File: src/rtl/sc_ir_fetch_controller_pkg.sv
// Shared encodings for the IR fetch microsequencer: FSM state codes and
// instruction-class (IR[31:30]) codes.
package sc_ir_fetch_controller_pkg;

  typedef enum logic [2:0] {
    ST_IDLE   = 3'd0,
    ST_FETCH  = 3'd1,
    ST_WAIT   = 3'd2,
    ST_LOAD   = 3'd3,
    ST_DECODE = 3'd4,
    ST_EXEC   = 3'd5,
    ST_HALTED = 3'd6,
    ST_ERROR  = 3'd7
  } state_t;

  localparam logic [1:0] OP_BRANCH = 2'b00;
  localparam logic [1:0] OP_CALL   = 2'b01;
  localparam logic [1:0] OP_ARITH  = 2'b10;
  localparam logic [1:0] OP_MEM    = 2'b11;

  function automatic logic fsm_busy(input state_t s);
    return !(s inside {ST_IDLE, ST_HALTED, ST_ERROR});
  endfunction

endpackage

File: src/rtl/sc_ir_fetch_controller_if.sv
// Handshake and control bundle between the fetch microsequencer and the
// memory / IR / execute side of the datapath.
interface sc_ir_fetch_controller_if #(
  parameter int COUNT_WIDTH = 16
);
  logic                   SC_IrFetchCtrl_Start_InHigh;
  logic                   SC_IrFetchCtrl_Halt_InHigh;
  logic                   SC_IrFetchCtrl_MemReady_InHigh;
  logic                   SC_IrFetchCtrl_ExecDone_InHigh;
  logic [1:0]             SC_IrFetchCtrl_IR_OP;
  logic                   SC_IrFetchCtrl_IR_BIT13;
  logic                   SC_IrFetchCtrl_PC_EnableBusA;
  logic                   SC_IrFetchCtrl_MemRead_Out;
  logic                   SC_IrFetchCtrl_IR_Write_Out;
  logic                   SC_IrFetchCtrl_IR_EnableBusB;
  logic                   SC_IrFetchCtrl_ExecStart_Out;
  logic [1:0]             SC_IrFetchCtrl_Class_Out;
  logic                   SC_IrFetchCtrl_PcInc_Out;
  logic                   SC_IrFetchCtrl_Busy_Out;
  logic                   SC_IrFetchCtrl_Error_Out;
  logic [COUNT_WIDTH-1:0] SC_IrFetchCtrl_InstrCount_Out;
  logic [2:0]             SC_IrFetchCtrl_State_Out;

  modport master (
    input  SC_IrFetchCtrl_Start_InHigh, SC_IrFetchCtrl_Halt_InHigh,
           SC_IrFetchCtrl_MemReady_InHigh, SC_IrFetchCtrl_ExecDone_InHigh,
           SC_IrFetchCtrl_IR_OP, SC_IrFetchCtrl_IR_BIT13,
    output SC_IrFetchCtrl_PC_EnableBusA, SC_IrFetchCtrl_MemRead_Out,
           SC_IrFetchCtrl_IR_Write_Out, SC_IrFetchCtrl_IR_EnableBusB,
           SC_IrFetchCtrl_ExecStart_Out, SC_IrFetchCtrl_Class_Out,
           SC_IrFetchCtrl_PcInc_Out, SC_IrFetchCtrl_Busy_Out,
           SC_IrFetchCtrl_Error_Out, SC_IrFetchCtrl_InstrCount_Out,
           SC_IrFetchCtrl_State_Out
  );

  modport slave (
    output SC_IrFetchCtrl_Start_InHigh, SC_IrFetchCtrl_Halt_InHigh,
           SC_IrFetchCtrl_MemReady_InHigh, SC_IrFetchCtrl_ExecDone_InHigh,
           SC_IrFetchCtrl_IR_OP, SC_IrFetchCtrl_IR_BIT13,
    input  SC_IrFetchCtrl_PC_EnableBusA, SC_IrFetchCtrl_MemRead_Out,
           SC_IrFetchCtrl_IR_Write_Out, SC_IrFetchCtrl_IR_EnableBusB,
           SC_IrFetchCtrl_ExecStart_Out, SC_IrFetchCtrl_Class_Out,
           SC_IrFetchCtrl_PcInc_Out, SC_IrFetchCtrl_Busy_Out,
           SC_IrFetchCtrl_Error_Out, SC_IrFetchCtrl_InstrCount_Out,
           SC_IrFetchCtrl_State_Out
  );
endinterface

File: src/rtl/sc_timeout_counter.sv
// Loadable up-counter with synchronous clear and a terminal-count flag that
// rises when the count reaches TIMEOUT_CYCLES-1.
module sc_timeout_counter #(
  parameter int TIMEOUT_WIDTH  = 5,
  parameter int TIMEOUT_CYCLES = 16
) (
  input  logic                     clk,
  input  logic                     rst_n,
  input  logic                     clr,
  input  logic                     load,
  input  logic [TIMEOUT_WIDTH-1:0] load_val,
  input  logic                     en,
  output logic                     tc
);

  logic [TIMEOUT_WIDTH-1:0] count;

  always_ff @(posedge clk or negedge rst_n) begin
    if (!rst_n)    count <= '0;
    else if (clr)  count <= '0;
    else if (load) count <= load_val;
    else if (en)   count <= count + TIMEOUT_WIDTH'(1);
  end

  assign tc = (count == TIMEOUT_WIDTH'(TIMEOUT_CYCLES - 1));

endmodule

File: src/rtl/sc_ir_fetch_controller.sv
// Fetch/decode/execute microsequencer driving IR load and bus-enable controls.
// Every output is registered from the next-state decode, so it is valid in the named state.
module sc_ir_fetch_controller
  import sc_ir_fetch_controller_pkg::*;
#(
  parameter int TIMEOUT_CYCLES = 16,
  parameter int TIMEOUT_WIDTH  = 5,
  parameter int COUNT_WIDTH    = 16
) (
  input logic                      SC_IrFetchCtrl_CLOCK_50,
  input logic                      SC_IrFetchCtrl_RESET_InLow,
  sc_ir_fetch_controller_if.master bus
);

  logic clk, rst_n;
  assign clk   = SC_IrFetchCtrl_CLOCK_50;
  assign rst_n = SC_IrFetchCtrl_RESET_InLow;

  state_t                 state_q, state_d;
  logic [1:0]             class_q, class_d;
  logic                   imm_q, imm_d;
  logic [COUNT_WIDTH-1:0] cnt_q, cnt_d;
  logic bus_a_q, mem_rd_q, ir_wr_q, bus_b_q, exec_start_q, pc_inc_q, busy_q, err_q;
  logic bus_a_d, mem_rd_d, ir_wr_d, bus_b_d, exec_start_d, pc_inc_d, busy_d, err_d;
  logic tmo_clr, tmo_en, tmo_tc;

  assign tmo_clr = (state_q == ST_FETCH);
  assign tmo_en  = (state_q == ST_WAIT) && !bus.SC_IrFetchCtrl_MemReady_InHigh;

  sc_timeout_counter #(
    .TIMEOUT_WIDTH (TIMEOUT_WIDTH),
    .TIMEOUT_CYCLES(TIMEOUT_CYCLES)
  ) u_tmo (
    .clk     (clk),
    .rst_n   (rst_n),
    .clr     (tmo_clr),
    .load    (1'b0),
    .load_val('0),
    .en      (tmo_en),
    .tc      (tmo_tc)
  );

  always_ff @(posedge clk or negedge rst_n) begin
    if (!rst_n) begin
      state_q      <= ST_IDLE;
      class_q      <= 2'b00;
      imm_q        <= 1'b0;
      cnt_q        <= '0;
      bus_a_q      <= 1'b0;
      mem_rd_q     <= 1'b0;
      ir_wr_q      <= 1'b0;
      bus_b_q      <= 1'b0;
      exec_start_q <= 1'b0;
      pc_inc_q     <= 1'b0;
      busy_q       <= 1'b0;
      err_q        <= 1'b0;
    end else begin
      state_q      <= state_d;
      class_q      <= class_d;
      imm_q        <= imm_d;
      cnt_q        <= cnt_d;
      bus_a_q      <= bus_a_d;
      mem_rd_q     <= mem_rd_d;
      ir_wr_q      <= ir_wr_d;
      bus_b_q      <= bus_b_d;
      exec_start_q <= exec_start_d;
      pc_inc_q     <= pc_inc_d;
      busy_q       <= busy_d;
      err_q        <= err_d;
    end
  end

  always_comb begin
    state_d = state_q;
    class_d = class_q;
    imm_d   = imm_q;
    case (state_q)
      ST_IDLE:   if (bus.SC_IrFetchCtrl_Start_InHigh) state_d = ST_FETCH;
      ST_FETCH:  state_d = ST_WAIT;
      // Ready beats the timeout when both land on the terminal-count cycle
      ST_WAIT: begin
        if (bus.SC_IrFetchCtrl_MemReady_InHigh) state_d = ST_LOAD;
        else if (tmo_tc)                        state_d = ST_ERROR;
      end
      ST_LOAD:   state_d = ST_DECODE;
      ST_DECODE: state_d = ST_EXEC;
      ST_EXEC: begin
        if (bus.SC_IrFetchCtrl_ExecDone_InHigh)
          state_d = bus.SC_IrFetchCtrl_Halt_InHigh ? ST_HALTED : ST_FETCH;
      end
      ST_HALTED: if (bus.SC_IrFetchCtrl_Start_InHigh) state_d = ST_FETCH;
      ST_ERROR:  if (bus.SC_IrFetchCtrl_Start_InHigh) state_d = ST_FETCH;
      default:   state_d = ST_IDLE;
    endcase

    // IR settles on the falling edge inside LOAD, so it is captured leaving LOAD
    if (state_q == ST_LOAD) begin
      class_d = bus.SC_IrFetchCtrl_IR_OP;
      imm_d   = bus.SC_IrFetchCtrl_IR_BIT13 && (bus.SC_IrFetchCtrl_IR_OP == OP_ARITH);
    end

    pc_inc_d     = (state_q == ST_EXEC) && bus.SC_IrFetchCtrl_ExecDone_InHigh;
    cnt_d        = pc_inc_d ? cnt_q + COUNT_WIDTH'(1) : cnt_q;
    bus_a_d      = (state_d == ST_FETCH) || (state_d == ST_WAIT);
    mem_rd_d     = bus_a_d;
    ir_wr_d      = (state_d == ST_LOAD);
    exec_start_d = (state_d == ST_DECODE);
    bus_b_d      = (state_d == ST_EXEC) && imm_d;
    busy_d       = fsm_busy(state_d);
    err_d        = (state_d == ST_ERROR);
  end

  assign bus.SC_IrFetchCtrl_PC_EnableBusA  = bus_a_q;
  assign bus.SC_IrFetchCtrl_MemRead_Out    = mem_rd_q;
  assign bus.SC_IrFetchCtrl_IR_Write_Out   = ir_wr_q;
  assign bus.SC_IrFetchCtrl_IR_EnableBusB  = bus_b_q;
  assign bus.SC_IrFetchCtrl_ExecStart_Out  = exec_start_q;
  assign bus.SC_IrFetchCtrl_Class_Out      = class_q;
  assign bus.SC_IrFetchCtrl_PcInc_Out      = pc_inc_q;
  assign bus.SC_IrFetchCtrl_Busy_Out       = busy_q;
  assign bus.SC_IrFetchCtrl_Error_Out      = err_q;
  assign bus.SC_IrFetchCtrl_InstrCount_Out = cnt_q;
  assign bus.SC_IrFetchCtrl_State_Out      = state_q;

endmodule

File: src/flat_wrapper.sv
// flat-port wrapper written by rule: the top's interface ports become plain ports
module sc_ir_fetch_controller_flat import sc_ir_fetch_controller_pkg::*;
#(
  parameter int TIMEOUT_CYCLES = 16,
  parameter int TIMEOUT_WIDTH  = 5,
  parameter int COUNT_WIDTH    = 16
)
  (SC_IrFetchCtrl_CLOCK_50, SC_IrFetchCtrl_RESET_InLow, bus_SC_IrFetchCtrl_Start_InHigh, bus_SC_IrFetchCtrl_Halt_InHigh, bus_SC_IrFetchCtrl_MemReady_InHigh, bus_SC_IrFetchCtrl_ExecDone_InHigh, bus_SC_IrFetchCtrl_IR_OP, bus_SC_IrFetchCtrl_IR_BIT13, bus_SC_IrFetchCtrl_PC_EnableBusA, bus_SC_IrFetchCtrl_MemRead_Out, bus_SC_IrFetchCtrl_IR_Write_Out, bus_SC_IrFetchCtrl_IR_EnableBusB, bus_SC_IrFetchCtrl_ExecStart_Out, bus_SC_IrFetchCtrl_Class_Out, bus_SC_IrFetchCtrl_PcInc_Out, bus_SC_IrFetchCtrl_Busy_Out, bus_SC_IrFetchCtrl_Error_Out, bus_SC_IrFetchCtrl_InstrCount_Out, bus_SC_IrFetchCtrl_State_Out);
  sc_ir_fetch_controller_if #(.COUNT_WIDTH(COUNT_WIDTH)) bus_i ();
  input logic SC_IrFetchCtrl_CLOCK_50;
  input logic SC_IrFetchCtrl_RESET_InLow;
  input wire logic [$bits(bus_i.SC_IrFetchCtrl_Start_InHigh)-1:0] bus_SC_IrFetchCtrl_Start_InHigh;
  input wire logic [$bits(bus_i.SC_IrFetchCtrl_Halt_InHigh)-1:0] bus_SC_IrFetchCtrl_Halt_InHigh;
  input wire logic [$bits(bus_i.SC_IrFetchCtrl_MemReady_InHigh)-1:0] bus_SC_IrFetchCtrl_MemReady_InHigh;
  input wire logic [$bits(bus_i.SC_IrFetchCtrl_ExecDone_InHigh)-1:0] bus_SC_IrFetchCtrl_ExecDone_InHigh;
  input wire logic [$bits(bus_i.SC_IrFetchCtrl_IR_OP)-1:0] bus_SC_IrFetchCtrl_IR_OP;
  input wire logic [$bits(bus_i.SC_IrFetchCtrl_IR_BIT13)-1:0] bus_SC_IrFetchCtrl_IR_BIT13;
  output wire logic [$bits(bus_i.SC_IrFetchCtrl_PC_EnableBusA)-1:0] bus_SC_IrFetchCtrl_PC_EnableBusA;
  output wire logic [$bits(bus_i.SC_IrFetchCtrl_MemRead_Out)-1:0] bus_SC_IrFetchCtrl_MemRead_Out;
  output wire logic [$bits(bus_i.SC_IrFetchCtrl_IR_Write_Out)-1:0] bus_SC_IrFetchCtrl_IR_Write_Out;
  output wire logic [$bits(bus_i.SC_IrFetchCtrl_IR_EnableBusB)-1:0] bus_SC_IrFetchCtrl_IR_EnableBusB;
  output wire logic [$bits(bus_i.SC_IrFetchCtrl_ExecStart_Out)-1:0] bus_SC_IrFetchCtrl_ExecStart_Out;
  output wire logic [$bits(bus_i.SC_IrFetchCtrl_Class_Out)-1:0] bus_SC_IrFetchCtrl_Class_Out;
  output wire logic [$bits(bus_i.SC_IrFetchCtrl_PcInc_Out)-1:0] bus_SC_IrFetchCtrl_PcInc_Out;
  output wire logic [$bits(bus_i.SC_IrFetchCtrl_Busy_Out)-1:0] bus_SC_IrFetchCtrl_Busy_Out;
  output wire logic [$bits(bus_i.SC_IrFetchCtrl_Error_Out)-1:0] bus_SC_IrFetchCtrl_Error_Out;
  output wire logic [$bits(bus_i.SC_IrFetchCtrl_InstrCount_Out)-1:0] bus_SC_IrFetchCtrl_InstrCount_Out;
  output wire logic [$bits(bus_i.SC_IrFetchCtrl_State_Out)-1:0] bus_SC_IrFetchCtrl_State_Out;
  assign bus_i.SC_IrFetchCtrl_Start_InHigh = bus_SC_IrFetchCtrl_Start_InHigh;
  assign bus_i.SC_IrFetchCtrl_Halt_InHigh = bus_SC_IrFetchCtrl_Halt_InHigh;
  assign bus_i.SC_IrFetchCtrl_MemReady_InHigh = bus_SC_IrFetchCtrl_MemReady_InHigh;
  assign bus_i.SC_IrFetchCtrl_ExecDone_InHigh = bus_SC_IrFetchCtrl_ExecDone_InHigh;
  assign bus_i.SC_IrFetchCtrl_IR_OP = bus_SC_IrFetchCtrl_IR_OP;
  assign bus_i.SC_IrFetchCtrl_IR_BIT13 = bus_SC_IrFetchCtrl_IR_BIT13;
  assign bus_SC_IrFetchCtrl_PC_EnableBusA = bus_i.SC_IrFetchCtrl_PC_EnableBusA;
  assign bus_SC_IrFetchCtrl_MemRead_Out = bus_i.SC_IrFetchCtrl_MemRead_Out;
  assign bus_SC_IrFetchCtrl_IR_Write_Out = bus_i.SC_IrFetchCtrl_IR_Write_Out;
  assign bus_SC_IrFetchCtrl_IR_EnableBusB = bus_i.SC_IrFetchCtrl_IR_EnableBusB;
  assign bus_SC_IrFetchCtrl_ExecStart_Out = bus_i.SC_IrFetchCtrl_ExecStart_Out;
  assign bus_SC_IrFetchCtrl_Class_Out = bus_i.SC_IrFetchCtrl_Class_Out;
  assign bus_SC_IrFetchCtrl_PcInc_Out = bus_i.SC_IrFetchCtrl_PcInc_Out;
  assign bus_SC_IrFetchCtrl_Busy_Out = bus_i.SC_IrFetchCtrl_Busy_Out;
  assign bus_SC_IrFetchCtrl_Error_Out = bus_i.SC_IrFetchCtrl_Error_Out;
  assign bus_SC_IrFetchCtrl_InstrCount_Out = bus_i.SC_IrFetchCtrl_InstrCount_Out;
  assign bus_SC_IrFetchCtrl_State_Out = bus_i.SC_IrFetchCtrl_State_Out;
  sc_ir_fetch_controller #(.TIMEOUT_CYCLES(TIMEOUT_CYCLES), .TIMEOUT_WIDTH(TIMEOUT_WIDTH), .COUNT_WIDTH(COUNT_WIDTH)) u_core (.SC_IrFetchCtrl_CLOCK_50(SC_IrFetchCtrl_CLOCK_50), .SC_IrFetchCtrl_RESET_InLow(SC_IrFetchCtrl_RESET_InLow), .bus(bus_i));
endmodule
File: config.mk
export PLATFORM = sky130hd
export DESIGN_NAME = sc_ir_fetch_controller_flat
export DESIGN_NICKNAME = d
export VERILOG_FILES = /design/src/rtl/sc_ir_fetch_controller_pkg.sv /design/src/rtl/sc_ir_fetch_controller_if.sv /design/src/rtl/sc_timeout_counter.sv /design/src/rtl/sc_ir_fetch_controller.sv /design/src/flat_wrapper.sv
export SDC_FILE = /design/constraint.sdc
export NUM_CORES = 1
export LEC_CHECK = 0
export CAP_MARGIN = 15
export CORE_MARGIN = 1.5
export CORE_UTILIZATION = 35
export CTS_CLUSTER_DIAMETER = 150
export CTS_CLUSTER_SIZE = 28
export DETAILED_ROUTE_END_ITERATION = 12
export GPL_ROUTABILITY_DRIVEN = 0
export PLACE_DENSITY = 0.64
export REMOVE_ABC_BUFFERS = 1
export SETUP_SLACK_MARGIN = 0.3
export SKIP_LAST_GASP = 1
export SLEW_MARGIN = 15
export SYNTH_ARGS = -nofsm -noshare
export SYNTH_HDL_FRONTEND = slang
export SYNTH_HIERARCHICAL = 1
export SYNTH_SLANG_ARGS = --single-unit
File: constraint.sdc
create_clock -name SC_IrFetchCtrl_CLOCK_50 -period 2.2 [get_ports SC_IrFetchCtrl_CLOCK_50]
set_clock_uncertainty 0.2 [all_clocks]
set_input_delay 0.33 -clock SC_IrFetchCtrl_CLOCK_50 [delete_from_list [all_inputs] [get_ports SC_IrFetchCtrl_CLOCK_50]]
set_output_delay 0.33 -clock SC_IrFetchCtrl_CLOCK_50 [all_outputs]
set_load 0.02 [all_outputs]
# After elaboration in Yosys (flattened, before gate mapping)
# Index checks and enable logic that the tools add are counted.
[classes]
addsub = 2
eq_ne = 16
mux = 9
reduce_logical = 12
[ops]
columns = ["operator", "n"]
rows = [
  ["3-bit == test (second input constant)", 8],
  ["3-bit one-hot mux with 6 select lines", 1],
  ["16-bit by 1-bit adder with 16-bit output (second input constant)", 1],
  ["3-bit 2-to-1 mux", 5],
  ["3-bit by 2-bit == test with 1-bit output (second input constant)", 4],
  ["5-bit 2-to-1 mux", 2],
  ["3-bit by 1-bit == test with 1-bit output (second input constant)", 2],
  ["3-bit logical NOT", 2],
  ["5-bit by 1-bit adder with 5-bit output (second input constant)", 1],
  ["5-bit by 4-bit == test with 1-bit output (second input constant)", 1],
  ["1-bit logical AND", 4],
  ["3-bit nonzero test", 1],
  ["3-bit OR reduction", 1],
  ["2-bit == test (second input constant)", 1],
  ["1-bit logical NOT", 2],
  ["2-bit nonzero test", 1],
  ["1-bit logical OR", 1],
  ["1-bit 2-to-1 mux", 1],
]
[totals]
reg_bits = 34
out_inout_bits = 29

# Depth between registers and ports, before layout
# Gate-level depths: netlist (run 1).
[logic_depth]
depth_word = 7
depth_mapped = 7
ltp_nobuf = 7

# Cells and area by module
# The synthesis (run 1) kept the hierarchy.
[by_module_without_submodules]
columns = ["mod", "instances", "cells_per_inst", "area_per_inst_um2", "seq_area_each_um2"]
rows = [
  ["sc_ir_fetch_controller", 1, 114, 1307.5, 725.7],
  ["sc_timeout_counter", 1, 31, 302.8, 125.1],
]

# Least setup slack after synthesis (run 1)
# No wires, ideal clock.
[synth_timing]
path_kind = "flip-flop to flip-flop"
from = "reg u_core.state_q[2], in the netlist u_core/bus.SC_IrFetchCtrl_State_Out[2]"
to = "reg u_core.u_tmo.count[1]"
setup_ns = 0.129
t_arrival_ns = 1.678
t_required_ns = 1.871
path_slack_ns = 0.193
stages_incl_launch_ff = 6
synth_period_minus_slack_ns = 2.007
path_cell_list = "dfrtp_1 buf_2 nor4b_2 mux2_1 mux2i_1 nor2_1"
[synth_via]
elab_chain_len = 3
[synth_lines]
columns = ["element", "line_no", "rtl"]
rows = [
  ["start, declared", "sc_ir_fetch_controller.sv:19", "state_t state_q, state_d;"],
  ["start signal, assigned", "sc_ir_fetch_controller.sv:58", "state_q <= state_d;"],
  ["3-bit by 2-bit == test with 1-bit output", "sc_ir_fetch_controller.sv:28", "assign tmo_en = (state_q == ST_WAIT) && !bus.SC_IrFetchCtrl_MemReady_InHigh;"],
  ["1-bit logical AND", "sc_ir_fetch_controller.sv:28", ""],
  ["named net u_core.tmo_en", "sc_ir_fetch_controller.sv:25", "logic tmo_clr, tmo_en, tmo_tc;"],
  ["2-bit nonzero test (no line)", "--", ""],
  ["end signal, assigned", "sc_timeout_counter.sv:21", "else if (load) count <= load_val;"],
  ["end signal, assigned", "sc_timeout_counter.sv:22", "else if (en) count <= count + TIMEOUT_WIDTH'(1);"],
  ["end, declared", "sc_timeout_counter.sv:16", "logic [TIMEOUT_WIDTH-1:0] count;"],
]
# The timed path passes the listed nets, and every way through them passes these cells.
# A chain may end at the register's enable or synchronous reset.

# Final worst setup path (run 1)
[layout_timing]
from = "reg u_core.cnt_q[13], in the netlist u_core/bus.SC_IrFetchCtrl_InstrCount_Out[13]"
to = "out bus_SC_IrFetchCtrl_InstrCount_Out[13]"
[layout_lines]
columns = ["element", "line_no", "rtl"]
rows = [
  ["start, declared", "sc_ir_fetch_controller.sv:22", "logic [COUNT_WIDTH-1:0] cnt_q, cnt_d;"],
  ["start signal, assigned", "sc_ir_fetch_controller.sv:61", "cnt_q <= cnt_d;"],
  ["end, declared", "flat_wrapper.sv:27", "output wire logic [$bits(bus_i.SC_IrFetchCtrl_InstrCount_Out)-1:0] bus_SC_IrFetchCtrl_InstrCount_Out;"],
]
# No word-level cell between the ends.

==> run_results.csv, run 1 <==
group,metric,value,unit
final_layout,fin_nets,215,
power,share_comb_of_total_power,44.2,%
routing,dr.pass1.iters,4,
final_layout,diodes,0,
logic_synthesis,synth_edf_count,0,
power,p_sw_share,36.3,%
floorplan,rows,24,
routing,num_vias,1269,
routing,wl_met1,1560,um
critical_path,cp_slowest_stage_delay,630,ps
clock_network,htreeDepth,2,
routing,ant_nets,0,
clock_network,cts-buffers-inserted,5,
floorplan,initial_core_util,36.7,%
final_layout,area_growth,42.0,%
sta,drv_slew,0,
logic_synthesis,synth_top_cell_by_area,"dfrtp_1",
clock_network,clkTransAtPathRegs,70,ps
power,clockPowerShare,18.6,%
final_layout,stdcell_count,256,
critical_path,startpoint_type,"flip-flop",
global_route,grt_usage,14.4,%
final_layout,final_cell_mix,"30 x dfrtp_1, 27 x clkdlybuf4s50_1, 17 x nand2_1",
routing,dr_wl_met3,163,um
min_path,min_path_type,"input port to asynchronous set/reset pin",
logic_synthesis,ys.flop_type,"dfrtp_1",
sta,fin_crit_sh,84.5,%
routing,wl_per_cell,13.9,um
place,numPlacedInstances,240,
logic_synthesis,synthCells,145,
sta,timing.fmax,538,MHz
critical_path,worstSetupPathType,"flip-flop to output pin",
critical_path,path_max_fanout,4,
floorplan,die-width,70.8,um
sta,rsz0062_at_grt,"yes",
logic_synthesis,syn_area,1610,um^2
logic_synthesis,synthTopCellsByArea,"dfrtp_1 53%, xnor2_1 6.5%, nand2_1 4.0%",
final_layout,final_common_cell,"dfrtp_1",
logic_synthesis,async_flop_share,100,%
critical_path,cp.required,1670,ps
routing,drc,0,
global_route,grt_pass1_wl,5710,um
logic_synthesis,synth_cell_types,40,
clock_network,clk_latency,280,ps
power,ir_drop,870,uV
routing,routed_wl,3550,um
global_route,overflow,0,
global_route,antenna_found_initial,0,
sta,min_period,1860,ps
logic_synthesis,syn_avg_cell_area,11.1,um^2
critical_path,critPathTopFamily,"buffers and inverters",
critical_path,slowest_stage,"clkdlybuf4s50_1",
place,numPortBuffers,37,
critical_path,setup.worst_path.end_class,"output pin",
power,power_frac_seq,37.2,%
power,p_switching,0.920,mW
floorplan,fp.dieArea,5020,um^2
clock_network,cts_sinks,34,
clock_network,cts_max_path_buffers,2,
global_route,grt_max_degree,35,
logic_synthesis,synth-seq-cells,34,
floorplan,pin_count,38,
sta,setup_viol,0,
routing,viasPerCell,4.96,
routing,met2_length,1770,um
routing,drt_iter0_drc,47,
sta,hold_viol,0,
floorplan,fp.dieH,70.8,um
global_route,grt_pass1_vias,1210,
clock_network,cts-root-buf,"clkbuf_8",
logic_synthesis,ys_seq_area_share,52.8,%
power,intPower,1.62,mW
critical_path,worstPathBufferInverterCount,1,
critical_path,arrival,1330,ps
clock_network,tritoncts,"done",
final_layout,drive_above_1_share,20.1,%
place,dp_hpwl,2510,um
logic_synthesis,synth.top_cell.area_share,52.8,%
floorplan,core_area,4380,um^2
sta,tns,0,ps
power,leakage,1.16,nW
power,p_per_area,1110,nW/um^2
job,max_cap_viol_count,0,
routing,top_layer,"met4",
logic_synthesis,yosys_warnings,6,
run_status,run_status,"finished clean",
critical_path,worstPathCellList,"clkdlybuf4s50_1",
area by class of cell:
| cell class | instances | area [um^2] |
|---|---|---|
| Clock inverter | 1 | 5.00 |
| Clock buffer | 7 | 86.3 |
| Timing Repair Buffer | 51 | 489 |
| Sequential cell | 34 | 856 |
| Inverter | 8 | 30.0 |
| Multi-Input combinational cell | 103 | 754 |
| Tap cell | 52 | 65.1 |
| Fill cell | 388 | 2100 |
routing by layer:
layer | track usage (%) | up-vias
met5 | 0 | -
met4 | 5.45 | 0
met3 | 4.84 | 7
met2 | 23.2 | 31
met1 | 18.1 | 623
li1 | - | 608
logic make-up after synthesis:
logic type	Yosys count	share of synthesized area, %
adders and majority gates	3	2.33
other	1	0.233
AOI/OAI and AO/OA	13	5.52
buffers and inverters	13	4.12
and+or+nand+nor	57	21.2
muxes	6	3.96
xor gates and xnor gates	18	9.79
DFF	34	52.8
sequential cells by signal, indices dropped and copies added (netlist names):
register	flops
u_core/bus.SC_IrFetchCtrl_IR_EnableBusB	1
u_core/bus.SC_IrFetchCtrl_IR_Write_Out	1
u_core/bus.SC_IrFetchCtrl_PcInc_Out	1
u_core/bus.SC_IrFetchCtrl_InstrCount_Out	16
u_core/bus.SC_IrFetchCtrl_State_Out	3
u_core/bus.SC_IrFetchCtrl_ExecStart_Out	1
u_core/u_tmo/count	5
u_core/bus.SC_IrFetchCtrl_Busy_Out	1
u_core/bus.SC_IrFetchCtrl_Class_Out	2
u_core/bus.SC_IrFetchCtrl_MemRead_Out	1
u_core/imm_q	1
u_core/bus.SC_IrFetchCtrl_Error_Out	1
cells in the mapped netlist, types with 3 or more instances:
cell	number
nor2_1	7
nand4_1	6
a21oi_1	3
nand2_1	17
xnor2_1	12
inv_1	8
mux2i_1	3
dfrtp_1	34
xor2_1	6
ha_1	3
and3_1	4
nor3_1	4
nor2b_1	4
power by group through the flow:
stage	clock, mW	combinational, mW	sequential [mW]
after floorplan	0	0.428	1.08
after global placement	0	0.932	0.948
after detailed placement	0	0.968	0.961
after CTS	0.491	0.980	0.952
after global routing	0.510	1.22	0.969
final	0.472	1.12	0.944
path summary, 6_finish.rpt:
| check | to | cells after the start | start | slack, ps |
|---|---|---|---|---|
| max | bus_SC_IrFetchCtrl_InstrCount_Out[13] | 1 | u_core/bus.SC_IrFetchCtrl_InstrCount_Out[13]$_DFFE_PN0P_ | 340 |
| min in group SC_IrFetchCtrl_CLOCK_50 | u_core/bus.SC_IrFetchCtrl_InstrCount_Out[15]$_DFFE_PN0P_ | 1 | u_core/bus.SC_IrFetchCtrl_InstrCount_Out[15]$_DFFE_PN0P_ | 280 |
| max reg2reg | u_core/bus.SC_IrFetchCtrl_MemRead_Out$_DFF_PN0_ | 7 | u_core/u_tmo/count[0]$_DFFE_PN0P_ | 370 |
| max in group asynchronous | u_core/bus.SC_IrFetchCtrl_State_Out[0]$_DFF_PN0_ | 2 | SC_IrFetchCtrl_RESET_InLow | 1200 |
| min | u_core/bus.SC_IrFetchCtrl_InstrCount_Out[11]$_DFFE_PN0P_ | 2 | SC_IrFetchCtrl_RESET_InLow | 250 |
| min reg2reg | u_core/bus.SC_IrFetchCtrl_InstrCount_Out[15]$_DFFE_PN0P_ | 1 | u_core/bus.SC_IrFetchCtrl_InstrCount_Out[15]$_DFFE_PN0P_ | 280 |
through the flow:
step	setup WS (ps)	instance area, um^2	power (mW)	util [%]	hold WS (ps)
finish	341	2290	2.54	52.1	253
global route	267	2290	2.70	52.1	287
CTS	238	2180	2.42	49.8	264
detailed placement	34.2	2070	1.93	47.3	282
global placement	62.4	2070	1.88	47.3	264
floorplan	267	1590	1.51	-	-166
what timing repair did:
item                                    4_1_cts  5_1_grt
pin swaps                                     3        5
gates resized for setup                       9       16
setup buffers                                 1        7
hold buffers                                  0        0
endpoints found under the setup margin       12       13
(Power assumes the default switching activity.)
==> run 2, diff against run 1 <==
--- a/config.mk
+++ b/config.mk
@@ -12,7 +12,7 @@
 export CTS_CLUSTER_SIZE = 28
 export DETAILED_ROUTE_END_ITERATION = 12
 export GPL_ROUTABILITY_DRIVEN = 0
-export PLACE_DENSITY = 0.64
+export PLACE_DENSITY = 0.66
 export REMOVE_ABC_BUFFERS = 1
 export SETUP_SLACK_MARGIN = 0.3
 export SKIP_LAST_GASP = 1
==> constraint.sdc (replaced) <==
create_clock -name SC_IrFetchCtrl_CLOCK_50 -period 1.6 [get_ports SC_IrFetchCtrl_CLOCK_50]
set_clock_uncertainty 0.2 [all_clocks]
set_input_delay 0.24 -clock SC_IrFetchCtrl_CLOCK_50 [delete_from_list [all_inputs] [get_ports SC_IrFetchCtrl_CLOCK_50]]
set_output_delay 0.24 -clock SC_IrFetchCtrl_CLOCK_50 [all_outputs]
set_load 0.02 [all_outputs]
==> run_results.csv, run 2 (synthesis gave the netlist of run 1 again) <==
group,metric,value,unit
sta,tns,-2240,ps
min_path,min_path_type,"input port to asynchronous set/reset pin",
routing,wl_per_cell,14.4,um
sta,min_period,1850,ps
clock_network,clk_latency,290,ps
final_layout,finalInstanceArea,2730,um^2
final_layout,post-route-util,62.3,%
critical_path,critPathTopFamily,"simple AND/OR/NAND/NOR gates",
critical_path,worstPathCellList,"ha_2, inv_2, or4_4, nor3_4, xor2_1",
routing,drt_iter0_drc,17,
critical_path,path_max_fanout,4,
floorplan,pin_count,38,
final_layout,largest_reg_flops,16,
routing,ant_nets,0,
global_route,overflow,0,
place,numPlacedInstances,257,
global_route,antenna_found_initial,0,
routing,viasPerCell,4.79,
clock_network,clkTransAtPathRegs,70,ps
place,numPortBuffers,37,
floorplan,initial_core_util,36.7,%
critical_path,cp_slowest_stage_delay,600,ps
final_layout,drive_above_1_share,52.7,%
power,leakage,1.38,nW
floorplan,core_area,4380,um^2
clock_network,htreeDepth,2,
clock_network,cts_sinks,34,
global_route,grt_pass1_vias,1529,
sta,fin_crit_sh,116,%
clock_network,cts_max_path_buffers,2,
routing,routed_wl,4290,um
floorplan,fp.dieArea,5020,um^2
final_layout,final_common_cell,"buf_4",
final_layout,diodes,0,
critical_path,arrival,1860,ps
clock_network,ctsHoldBuffers,0,
job,max_cap_viol_count,0,
sta,drv_slew,0,
power,p_per_area,1470,nW/um^2
final_layout,fin_nets,256,
critical_path,worstPathBufferInverterCount,1,
routing,num_vias,1422,
power,ir_drop,889,uV
power,total_power,4.03,mW
sta,hold_viol,0,
place,place_area,2210,um^2
final_layout,area_growth,69.6,%
global_route,grt_usage,17.6,%
floorplan,fp.dieH,70.8,um
final_layout,stdcell_count,297,
critical_path,worstSetupPathType,"flip-flop to flip-flop",
sta,setup_slack,-249,ps
global_route,grt_pass1_wl,6870,um
final_layout,fillers,374,
sta,timing.fmax,541,MHz
sta,rsz0062_at_grt,"yes",
clock_network,cts-buffers-inserted,5,
run_status,violations,"negative setup slack",
routing,drc,0,
final_layout,final_cell_mix,"35 x buf_4, 33 x buf_6, 32 x dfrtp_1",
run_status,run_status,"finished with violations",
floorplan,die-width,70.8,um
clock_network,tritoncts,"done",
floorplan,rows,24,
critical_path,cp.required,1610,ps
critical_path,slowest_stage,"or4_4",
sta,setup_viol,19,
critical_path,setup.worst_path.end_class,"flip-flop",
critical_path,startpoint_type,"flip-flop",
routing,dr.pass1.iters,2,
place,dp_hpwl,2580,um
clock_network,cts-root-buf,"clkbuf_8",
global_route,grt_max_degree,35,
[run 2: path summary, 6_finish.rpt]
| path | from | end | slack, ps | cells past startpoint |
|---|---|---|---|---|
| min in group SC_IrFetchCtrl_CLOCK_50 | u_core/bus.SC_IrFetchCtrl_Class_Out[1]$_DFFE_PN0N_ | u_core/bus.SC_IrFetchCtrl_Class_Out[1]$_DFFE_PN0N_ | 300 | 1 |
| worst min register to register | u_core/bus.SC_IrFetchCtrl_Class_Out[1]$_DFFE_PN0N_ | u_core/bus.SC_IrFetchCtrl_Class_Out[1]$_DFFE_PN0N_ | 300 | 1 |
| worst max register to register | u_core/bus.SC_IrFetchCtrl_InstrCount_Out[0]$_DFFE_PN0P_ | u_core/bus.SC_IrFetchCtrl_InstrCount_Out[12]$_DFFE_PN0P_ | -250 | 5 |
| worst max-delay path | u_core/bus.SC_IrFetchCtrl_InstrCount_Out[0]$_DFFE_PN0P_ | u_core/bus.SC_IrFetchCtrl_InstrCount_Out[12]$_DFFE_PN0P_ | -250 | 5 |
| worst min-delay path | SC_IrFetchCtrl_RESET_InLow | u_core/bus.SC_IrFetchCtrl_InstrCount_Out[0]$_DFFE_PN0P_ | 130 | 2 |
| max in group asynchronous | SC_IrFetchCtrl_RESET_InLow | u_core/bus.SC_IrFetchCtrl_State_Out[0]$_DFF_PN0_ | 890 | 2 |
[run 2: worst reg2reg max path, delay by kind of cell (launching register included)]
kind / cells / cell delay, ps
buf+inv: 1 / 40
flops: 1 / 400
simple gates: 2 / 750
xor+xnor: 1 / 160
fa+ha+maj: 1 / 220
[run 2: what timing repair did]
| item | in CTS | in global routing |
|---|---|---|
| pin swaps | 21 | 17 |
| setup endpoints to repair | 59 | 49 |
| resized for setup | 178 | 31 |
| cloned | 0 | 0 |
| setup buffers | 20 | 12 |
[run 2: routing by layer]
metal	vias up	GRT usage (%)	part of all wire, %
met5	-	0	0
met1	689	19.5	38
met4	0	7.13	2.2
li1	687	-	-
met2	36	31.2	55
met3	10	5.56	5.1
[run 2: where the power goes]
group	switching (mW)	internal, mW
logic	1.01	1.12
clock network	0.308	0.347
registers	0.156	1.09
total	1.48	2.55
[run 2: stage by stage]
| stage | worst slack, ps | hold slack (ps) |
|---|---|---|
| 2_1_floorplan | -333 | -256 |
| 3_3_place_gp | -492 | 262 |
| 3_5_place_dp | -564 | 274 |
| 4_1_cts | -230 | 132 |
| 5_1_grt | -296 | 128 |
| 6_report | -249 | 126 |
[run 2: cell type report]
class / count / area, um^2 / share of cell area [%]
Tap cell: 52 / 65.1 / 2.38
Inverter: 8 / 35.0 / 1.28
Sequential cell: 34 / 853 / 31.2
Multi-Input combinational cell: 103 / 878 / 32.2
Clock inverter: 1 / 5.00 / 0.183
Clock buffer: 7 / 86.3 / 3.16
Timing Repair Buffer: 92 / 808 / 29.6
==> run 3, diff against run 2 <==
--- a/config.mk
+++ b/config.mk
@@ -11,8 +11,9 @@
 export CTS_CLUSTER_DIAMETER = 150
 export CTS_CLUSTER_SIZE = 28
 export DETAILED_ROUTE_END_ITERATION = 12
+export DONT_BUFFER_PORTS = 1
 export GPL_ROUTABILITY_DRIVEN = 0
-export PLACE_DENSITY = 0.66
+export PLACE_DENSITY = 0.55
 export REMOVE_ABC_BUFFERS = 1
 export SETUP_SLACK_MARGIN = 0.3
 export SKIP_LAST_GASP = 1
==> run_results.csv, run 3 (synthesis gave the netlist of run 1 again) <==
group,metric,value,unit
critical_path,setup.worst_path.end_class,"flip-flop",
critical_path,rr_endpoint,"u_core/bus.SC_IrFetchCtrl_IR_EnableBusB$_DFF_PN0_",
sta,fin_crit_sh,110,%
final_layout,fin_nets,211,
final_layout,largest_reg_flops,16,
routing,drt_iter0_drc,29,
critical_path,slowest_stage,"dfrtp_1",
place,dp_hpwl,2360,um
sta,rsz0062_at_grt,"yes",
global_route,grt_pass1_vias,1247,
min_path,hold_start,"bus_SC_IrFetchCtrl_IR_OP[0]",
final_layout,area_growth,42.7,%
global_route,grt_pass1_wl,5620,um
critical_path,arrival,1740,ps
critical_path,endpoint,"u_core/bus.SC_IrFetchCtrl_IR_EnableBusB$_DFF_PN0_",
critical_path,worstSetupStartpoint,"u_core/u_tmo/count[1]$_DFFE_PN0P_",
final_layout,post-route-util,52.4,%
final_layout,register_area,856,um^2
floorplan,fp.dieH,70.8,um
critical_path,path_max_fanout,3,
routing,viasPerCell,4.90,
global_route,grt_max_degree,35,
clock_network,ctsHoldBuffers,4,
clock_network,clkTransAtPathRegs,60,ps
final_layout,diodes,0,
global_route,overflow,0,
final_layout,drive_above_1_share,44.2,%
routing,wl_per_cell,13.8,um
place,numPortBuffers,0,
sta,hold_viol,1,
routing,num_vias,1229,
floorplan,initial_core_util,36.7,%
critical_path,startpoint_type,"flip-flop",
routing,dr.pass1.iters,4,
critical_path,cp.required,1580,ps
clock_network,htreeDepth,2,
sta,setup_slack,-166,ps
routing,routed_wl,3460,um
floorplan,fp.dieArea,5020,um^2
power,leakage,1.10,nW
sta,setup_viol,15,
final_layout,final_cell_mix,"32 x buf_4, 30 x dfrtp_1, 14 x nand2_1",
critical_path,cp_slowest_stage_delay,390,ps
routing,drc,0,
final_layout,multi_input_area,857,um^2
critical_path,worstPathCellList,"ha_2, and3_4, ha_4, nor3_4, o21ai_2, and3_1, and4b_1",
final_layout,stdcell_count,251,
critical_path,critPathTopFamily,"simple AND/OR/NAND/NOR gates",
sta,min_period,1770,ps
power,p_per_area,1620,nW/um^2
critical_path,worstSetupPathType,"flip-flop to flip-flop",
floorplan,die-width,70.8,um
clock_network,cts_sinks,34,
critical_path,r2r-start,"u_core/u_tmo/count[1]$_DFFE_PN0P_",
clock_network,tritoncts,"done",
run_status,violations,"negative hold slack, negative setup slack",
routing,ant_nets,0,
final_layout,finalInstanceArea,2300,um^2
sta,drv_slew,0,
final_layout,fillers,385,
run_status,run_status,"finished with violations",
final_layout,final_common_cell,"buf_4",
place,place_area,1880,um^2
critical_path,worstPathBufferInverterCount,0,
global_route,antenna_found_initial,0,
place,numPlacedInstances,227,
clock_network,cts-buffers-inserted,5,
job,max_cap_viol_count,0,
global_route,grt_usage,14.3,%
clock_network,clk_latency,290,ps
floorplan,core_area,4380,um^2
floorplan,pin_count,38,
power,ir_drop,597,uV
sta,whs,-13.5,ps
min_path,min_path_type,"input port to flip-flop",
clock_network,cts-root-buf,"clkbuf_8",
sta,timing.fmax,566,MHz
floorplan,rows,24,
critical_path,rrSetupSlack,-170,ps
critical_path,cp.depth,7,
critical_path,ff2ff_path_depth,7,
clock_network,cts_max_path_buffers,2,
run 3: how the worst min path moves through the flow:
stage	endpoint	cells past startpoint
final	u_core/imm_q$_DFF_PN0_	2
after global routing	u_core/imm_q$_DFF_PN0_	2
after CTS	u_core/imm_q$_DFF_PN0_	2
after detailed placement	u_core/bus.SC_IrFetchCtrl_IR_Write_Out$_DFF_PN0_	0
after global placement	u_core/bus.SC_IrFetchCtrl_Error_Out$_DFF_PN0_	0
after floorplan	u_core/bus.SC_IrFetchCtrl_Busy_Out$_DFF_PN0_	0
run 3: worst register-to-register path, delay by kind of cell, from the launching register on:
kind	cells	cell delay, ps
AOI/OAI and AO/OA	1	90
DFF	1	390
and+or+nand+nor	4	620
adders and majority gates	2	350
run 3: report_power, final:
group / internal [mW] / switching (mW) / total (mW) / leakage, nW
Sequential: 1.09 / 0.279 / 1.37 / 0.440
Clock: 0.291 / 0.300 / 0.591 / 0.0438
Combinational: 0.948 / 0.806 / 1.75 / 0.611
Total: 2.33 / 1.39 / 3.71 / 1.10
run 3: stage by stage:
step	power, mW	setup TNS (ps)	setup slack [ps]
global route	3.96	-3020	-229
detailed placement	2.58	-2550	-353
floorplan	2.07	-5080	-333
finish	3.71	-1540	-166
global placement	2.54	-2040	-310
CTS	3.34	-1640	-184
run 3: metal layers:
metal  track usage (%)  vias to the layer above  share of wire (%)
li1                  -                      598                  -
met1              16.3                      605                 39
met2              24.1                       21                 54
met3              6.13                        5                5.4
met4              5.03                        0                1.1
met5                 0                        -                  0
run 3: what timing repair did:
item / in CTS / in global routing
hold endpoints to repair: 36 / 1
gates resized for setup: 20 / 29
pin swaps: 13 / 9
buffers inserted: 3 / 9
setup endpoints to repair: 38 / 50
gates cloned: 0 / 1
run 3: final cells by class:
class	count	area share, %
clock buffer	5	3.00
sequential	34	37.3
multi-input combinational	103	37.3
clock inverter	2	0.436
inverter	8	1.42
timing repair buffer	47	17.8
tap	52	2.83
